## src/rtl/bcd_event_counter_pkg.sv

```systemverilog
// Shared types and helpers for the packed-BCD event counter.
package count_pkg;

  typedef logic [3:0] bcd_digit_t;

  localparam bcd_digit_t BCD_MAX = 4'd9;

  typedef enum logic [1:0] {ST_IDLE, ST_RUN, ST_HOLD} cnt_state_t;

  // Clamp an out-of-range nibble to 9 so the counter only ever holds BCD.
  function automatic bcd_digit_t bcd_sanitise(input bcd_digit_t d);
    return (d > BCD_MAX) ? BCD_MAX : d;
  endfunction

endpackage

```

## src/rtl/bcd_event_counter_digit.sv

```systemverilog
// One BCD decade: clear > load > step, with terminal-count output for the
// ripple enable chain (9 when counting up, 0 when counting down).
module bcd_digit
  import count_pkg::*;
(
  input  logic       clk,
  input  logic       rst_n,
  input  logic       en,
  input  logic       up_dn,
  input  logic       ld,
  input  logic [3:0] ld_val,
  input  logic       clr,
  output logic [3:0] q,
  output logic       tc_out
);

  logic [3:0] q_d, q_q;

  always_comb begin
    q_d = q_q;
    if (clr) begin
      q_d = 4'd0;
    end else if (ld) begin
      q_d = ld_val;
    end else if (en) begin
      if (up_dn) begin
        q_d = (q_q == BCD_MAX) ? 4'd0 : q_q + 4'd1;
      end else begin
        q_d = (q_q == 4'd0) ? BCD_MAX : q_q - 4'd1;
      end
    end
  end

  always_ff @(posedge clk) begin
    if (!rst_n) begin
      q_q <= 4'd0;
    end else begin
      q_q <= q_d;
    end
  end

  assign q      = q_q;
  assign tc_out = up_dn ? (q_q == BCD_MAX) : (q_q == 4'd0);

endmodule

```

## src/rtl/bcd_event_counter.sv

```systemverilog
// Packed-BCD up/down event counter with run/hold FSM, wrap or saturate mode,
// sticky overflow. Define EVENT_EDGE_DETECT_EN to synchronise event_in and count its rising edges.
module bcd_event_counter
  import count_pkg::*;
#(
  parameter int DIGITS = 3,
  parameter bit WRAP   = 1'b1
) (
  input  logic                  clk,
  input  logic                  rst_n,
  input  logic                  start,
  input  logic                  stop,
  input  logic                  clear,
  input  logic                  load,
  input  logic [4*DIGITS-1:0]   load_val,
  input  logic                  up_dn,
  input  logic                  event_in,
  output logic [4*DIGITS-1:0]   count,
  output logic                  carry,
  output logic                  ovf,
  output logic                  running
);

  cnt_state_t state_d, state_q;
  logic       carry_d, carry_q;
  logic       ovf_d, ovf_q;
  logic       ev;
  logic       step;
  logic       all_tc;
  logic [DIGITS-1:0] tc;
  logic [DIGITS:0]   en_chain;

`ifdef EVENT_EDGE_DETECT_EN
  // Two synchroniser stages, one history stage, then a registered edge pulse.
  logic [2:0] sync_d, sync_q;
  logic       ev_d, ev_q;

  always_comb begin
    sync_d = {sync_q[1:0], event_in};
    ev_d   = sync_q[1] & ~sync_q[2];
  end

  always_ff @(posedge clk) begin
    if (!rst_n) begin
      sync_q <= 3'b000;
      ev_q   <= 1'b0;
    end else begin
      sync_q <= sync_d;
      ev_q   <= ev_d;
    end
  end

  assign ev = ev_q;
`else
  assign ev = event_in;
`endif

  always_comb begin
    state_d = state_q;
    case (state_q)
      ST_IDLE: if (start) state_d = ST_RUN;
      ST_RUN:  if (stop)  state_d = ST_HOLD;
      ST_HOLD: if (start) state_d = ST_RUN;
      default: state_d = ST_IDLE;
    endcase
  end

  // A stop in the same cycle as an event leaves the count untouched.
  assign step   = (state_q == ST_RUN) && !stop && ev && !clear && !load;
  assign all_tc = &tc;

  always_comb begin
    carry_d = step && all_tc;
    ovf_d   = clear ? 1'b0 : (ovf_q | carry_d);
  end

  // Saturating mode stops the ripple when every digit is at its terminal value.
  assign en_chain[0] = step && (WRAP || !all_tc);

  generate
    for (genvar gi = 0; gi < DIGITS; gi++) begin : g_digit
      logic [3:0] ld_san;

      assign ld_san          = bcd_sanitise(load_val[4*gi +: 4]);
      assign en_chain[gi+1]  = en_chain[gi] & tc[gi];

      bcd_digit u_digit (
        .clk    (clk),
        .rst_n  (rst_n),
        .en     (en_chain[gi]),
        .up_dn  (up_dn),
        .ld     (load),
        .ld_val (ld_san),
        .clr    (clear),
        .q      (count[4*gi +: 4]),
        .tc_out (tc[gi])
      );
    end
  endgenerate

  always_ff @(posedge clk) begin
    if (!rst_n) begin
      state_q <= ST_IDLE;
      carry_q <= 1'b0;
      ovf_q   <= 1'b0;
    end else begin
      state_q <= state_d;
      carry_q <= carry_d;
      ovf_q   <= ovf_d;
    end
  end

  assign carry   = carry_q;
  assign ovf     = ovf_q;
  assign running = (state_q == ST_RUN);

endmodule

```

## config.mk

```make
export PLATFORM = sky130hd
export DESIGN_NAME = bcd_event_counter
export DESIGN_NICKNAME = d
export VERILOG_FILES = /design/src/rtl/bcd_event_counter_pkg.sv /design/src/rtl/bcd_event_counter_digit.sv /design/src/rtl/bcd_event_counter.sv
export SDC_FILE = /design/constraint.sdc
export NUM_CORES = 1
export LEC_CHECK = 0
export CORE_MARGIN = 2
export CORE_UTILIZATION = 50
export CTS_BUF_LIST = sky130_fd_sc_hd__clkbuf_4 sky130_fd_sc_hd__clkbuf_8 sky130_fd_sc_hd__clkbuf_16
export CTS_CLUSTER_DIAMETER = 50
export CTS_CLUSTER_SIZE = 40
export DETAILED_ROUTE_END_ITERATION = 8
export MAX_ROUTING_LAYER = met4
export PLACE_DENSITY = 0.84
export REMOVE_ABC_BUFFERS = 1
export SLEW_MARGIN = 40
export SYNTH_ARGS = -nofsm -noshare
export SYNTH_HDL_FRONTEND = slang
export SYNTH_HIERARCHICAL = 1
export SYNTH_SLANG_ARGS = --single-unit
```

## constraint.sdc

```tcl
create_clock -name clk -period 3.6 [get_ports clk]
set_input_delay 0.9 -clock clk [delete_from_list [all_inputs] [get_ports clk]]
set_output_delay 0.9 -clock clk [all_outputs]
set_load 0.02 [all_outputs]
```

# Word level (Yosys, flattened, before mapping)

Index checks and enable logic that the tools add are counted.

Register bits after elaboration: 16
Bits in latches: 0
Bits in writable memories: 0
Memory bits (read-only): 0
Memories: 0

Add/subtract/negate cells: 6
$mul: 0
Div/mod/pow operators: 0
Magnitude comparators: 3
Equal/unequal tests: 7
Shifts and indexed selects: 0
Mux-type cells: 24
Bitwise operators: 4
Reduce and logical (&&, ||, !) cells: 19

Operator list:

| cell                  | number |
|---|---|
| $mux W4               | 18 |
| $add A4 B1 Y4 const B | 3 |
| $eq A4 B4 Y1 const B  | 3 |
| $gt A4 B4 Y1 const B  | 3 |
| $logic_not A4 Y1      | 3 |
| $sub A4 B1 Y4 const B | 3 |
| $reduce_bool A2 Y1    | 3 |
| $logic_and A1 B1 Y1   | 5 |
| $mux W2               | 2 |
| $pmux W2 S2           | 1 |
| $reduce_or A2 Y1      | 2 |
| $logic_not A1 Y1      | 3 |
| $mux W1               | 3 |
| $reduce_and A3 Y1     | 1 |
| $and A1 B1 Y1         | 2 |
| $eq A2 B1 Y1 const B  | 1 |
| $eq A2 B2 Y1 const B  | 1 |
| $logic_not A2 Y1      | 1 |
| $ne A2 B1 Y1 const B  | 1 |
| $ne A2 B2 Y1 const B  | 1 |
| $reduce_and A2 Y1     | 1 |
| $not A1 Y1            | 1 |
| $or A1 B1 Y1          | 1 |

# Longest topological paths before layout

Word-level depth: 9
Depth in mapped cells: 9
Mapped depth without buffers: 7

# By module

The synthesis kept the hierarchy.

By module, submodules not included:

| module            | times used | cells each | area an instance (um^2) |
|---|---|---|---|
| bcd_digit         | 3          | 41         | 306.5 |
| bcd_event_counter | 1          | 34         | 279.0 |

# Least setup slack after synthesis

No wires, ideal clock.

Kind: input to register
Start: input port up_dn
End: register g_digit[2].u_digit.q_q[0]
Data arrival time: 2.280 ns
Required time: 3.485 ns
Slack: 1.205 ns
Stages on the path: 8
Cells stage by stage: or3_2 a21boi_0 and4_4 and2_1 clkbuf_2 xnor2_1 o21ai_0 and2_1

Word-level cells in the longest chain between the ends: 4
Elaborated cells between the ends (all ways): 8
Classes of those cells: mux (5); bitwise (2); reduce/logical (1)

Ends and longest elaborated chain:

| item                                | RTL line                      | RTL |
|---|---|---|
| start: declaration                  | bcd_event_counter.sv:16       | `input logic up_dn,` |
| $mux W1                             | bcd_event_counter_digit.sv:43 | `assign tc_out = up_dn ? (q_q == BCD_MAX) : (q_q == 4'd0);` |
| net tc[0]                           | bcd_event_counter.sv:30       | `logic [DIGITS-1:0] tc;` |
| $and A1 B1 Y1                       | bcd_event_counter.sv:85       | `assign en_chain[gi+1] = en_chain[gi] & tc[gi];` |
| net en_chain[1]                     | bcd_event_counter.sv:31       | `logic [DIGITS:0] en_chain;` |
| $and A1 B1 Y1                       | bcd_event_counter.sv:85       |  |
| net en_chain[2]                     | bcd_event_counter.sv:31       |  |
| $reduce_bool A2 Y1 (no source line) | --                            |  |
| end signal: assignment              | bcd_event_counter_digit.sv:38 | `q_q <= q_d;` |
| end: declaration                    | bcd_event_counter_digit.sv:17 | `logic [3:0] q_d, q_q;` |

The timed path passes the listed nets, and every way through them passes these cells. The select of a mux whose other input is x is not followed.
A chain may end at the register's enable or synchronous reset.

# Worst setup path in the final report

Same ends and word-level chain as after synthesis.

==> summary.md <==
| Metric | Value |
|---|---|
| CP Launch Type | `input port` |
| Final setup vio count | `0` |
| Port Buf Inserts | `34` |
| Die width | `52.96 um` |
| Worst Hold Class | `reg -> reg` |
| Pre-antenna DRT Iters | `4` |
| Worst-margin pin slew | `0.4045 ns` |
| Static Leakage | `0.6111 nW` |
| DRC viols | `0` |
| Syn avg cell area | `7.635 um2` |
| Skew-Pair Late Insertion Delay | `0.28 ns` |
| RSZ-0062 raised after global routing | `false` |
| Vias/cell | `5.805` |
| Achievable Freq | `355.1 MHz` |
| Crit share post-route | `78.22%` |
| Synth Register Bits | `16` |
| Critical path origin | `up_dn` |
| Fin worst setup slack | `0.7840 ns` |
| Core Area | `2233 um2` |
| Placement Setup Slack | `0.5112 ns` |
| Cts hold-fix bufs | `0` |
| Boundary pin count | `35` |
| Max Cap Violations | `0` |
| Seq/Total Area, Yosys | `26.72%` |
| Synthesis-to-layout area growth | `29.44%` |
| Clock Sinks | `16` |
| Critical path peak fanout | `10` |
| Post-Syn Area | `1199 um2` |
| Drt wl/cell | `13.74 um` |
| Post-synth EDFFs | `0` |
| Critical path class | `in -> reg` |
| Filler cells | `189` |
| First-pass GRT wire length | `5099 um` |
| R2R Path Start | `g_digit[0].u_digit/q[0]$_SDFFE_PP0P_` |
| CTS buffer count | `3` |
| Antenna-violating nets left | `0` |
| Yosys warning total | `6` |
| Critical-path cell list | `clkdlybuf4s50_1 -> or3_2 -> a21boi_0 -> and4_4 -> and2_1 -> xnor2_1 -> o21ai_0 -> and2_1` |
| Pwr dens | `255.4 nW/um2` |
| Worst path max stage delay | `0.49 ns` |
| Clock transition at path regs | `0.09 ns` |
| Critical Path End Type | `flop` |
| Initial Util | `53.67%` |
| CP top delay family | `simple AND/OR/NAND/NOR gates` |
| Cells after synthesis | `157` |
| Min-delay src | `ovf$_SDFF_PP0_` |
| Gr ovfl total | `0` |
| Maximum VDD drop | `207.1 uV` |
| Clk_skew | `0.002296 ns` |
| Post-CTS Setup Bufs | `0` |
| CTS tree | `yes` |
| Tmin final | `2.816 ns` |
| Status | `finished clean` |
| WP buf/inv | `1` |
| Routed via count | `1248` |
| Most frequent cells in the layout | `34 x clkdlybuf4s50_1, 16 x dfxtp_1, 12 x o21ai_0, 12 x a21oi_1, 11 x nor2_1` |
| CTS-repair resized insts | `0` |
| Largest net degree at the start of global routing | `18` |
| Clock Path Buffers | `2` |
| GPL Wtd Cong | `0.8253` |
| # H-tree levels | `1` |
| Commonest non-fill, non-tap cell in the layout | `clkdlybuf4s50_1` |
| Hold Fails Final Rpt | `0` |
| Slowest CP cell | `clkdlybuf4s50_1` |
| Initial antenna violation count | `0` |
| Post-detail-place hpwl | `2185 um` |
| Final antenna diode count | `0` |
| Share of cells above drive strength 1 | `10.16%` |
| Vias in the first global route | `1132` |
| All-Layer GR Usage | `24.79%` |
| Synth unique cells | `34` |
| Die height | `52.96 um` |
| Die area | `2805 um2` |
| TNS Setup | `0 ns` |
| Initial drt markers | `24` |
| Ys flop type | `dfxtp_1` |
| Async set or reset register ratio after synthesis | `0%` |
| Root buf cell | `clkbuf_4` |
| Critical path's most frequent cell | `and2_1` |
| Max_slew headroom | `73.00%` |
| Total routed wirelength | `2954 um` |
| Nets | `209` |
| FP Rows | `17` |
| Required time of the critical path | `3.78 ns` |
| Final Max Tran Viols | `0` |
| Worst EP arrival | `3.00 ns` |
==> logic make-up after synthesis <==
family | count (synthesis) | synth area share (%)
buf+inv | 16 | 7.202
mux | 1 | 0.8351
xor+xnor | 9 | 6.577
simple gates | 71 | 35.80
compound gates | 44 | 22.86
flops | 16 | 26.72
==> worst reg2reg max path, delay by kind of cell (launching register included) <==
kind | cells | cell delay [ns]
and+or+nand+nor | 4 | 1.24
DFF | 1 | 0.43
AOI/OAI and AO/OA | 2 | 0.27
xor gates and xnor gates | 1 | 0.15
==> where the power goes <==
group / total, mW / switching, mW / leakage [nW] / internal, mW
sequential: 0.198 / 0.0138 / 0.131 / 0.184
combinational: 0.106 / 0.0487 / 0.467 / 0.0575
clock: 0.0925 / 0.0538 / 0.0138 / 0.0388
total: 0.396 / 0.116 / 0.611 / 0.280
==> final cells by class <==
type	count	area [um2]	share of cell area (%)
Clock buffer	3	22.52	1.452
Inverter	7	26.28	1.694
Multi-Input combinational cell	125	792.0	51.05
Sequential cell	16	320.3	20.65
Tap cell	28	35.03	2.258
Timing Repair Buffer	36	355.3	22.90
==> Yosys cell counts (all sizes together) (4+ instances only) <==
library cell  number  area share [%]
xnor2              6             4.4
and2b              4             2.9
nand2              9             2.8
clkbuf             6             2.2
a21oi             12             5.0
nor2              11             3.4
nand3              6             2.5
and2               4             2.1
o21ai             12             5.0
dfxtp             16              27
inv                7             2.2
and3               4             2.5
a31oi              6             3.1
nor2b              8             4.2
==> worst paths after layout <==
check,slack [ns],endpoint,cells past startpoint
min reg2reg,0.52,ovf$_SDFF_PP0_,1
max reg2reg,1.43,g_digit[2].u_digit/q[0]$_SDFFE_PP0P_,7
max,0.78,g_digit[2].u_digit/q[0]$_SDFFE_PP0P_,8
min,0.52,ovf$_SDFF_PP0_,1
==> sequential cells by signal (all words and copies together) (netlist names) <==
name / flops
carry: 1
g_digit.u_digit/q: 12
ovf: 1
state_q: 2
==> metal layers <==
layer	routed length [um]	vias to the layer above	GRT usage [%]
met5	0	-	-
met2	1428	28	41.46
met1	1373	591	32.01
li1	-	627	-
met3	137	2	2.542
met4	14	0	6.410
==> per-stage QoR <==
stage	power [mW]	area, um2	util [%]	hold slack, ns	instances
final	0.3963	1551	69.47	0.5219	215
after global routing	0.4219	1551	69.47	0.5560	215
after CTS	0.4016	1551	69.47	0.5294	215
after detailed placement	0.3068	1529	68.46	0.5025	212
after global placement	0.3039	1529	68.46	0.4979	212
after floorplan	0.2526	1139	-	0.5451	148
No activity file was read; power rests on OpenSTA's default activity.
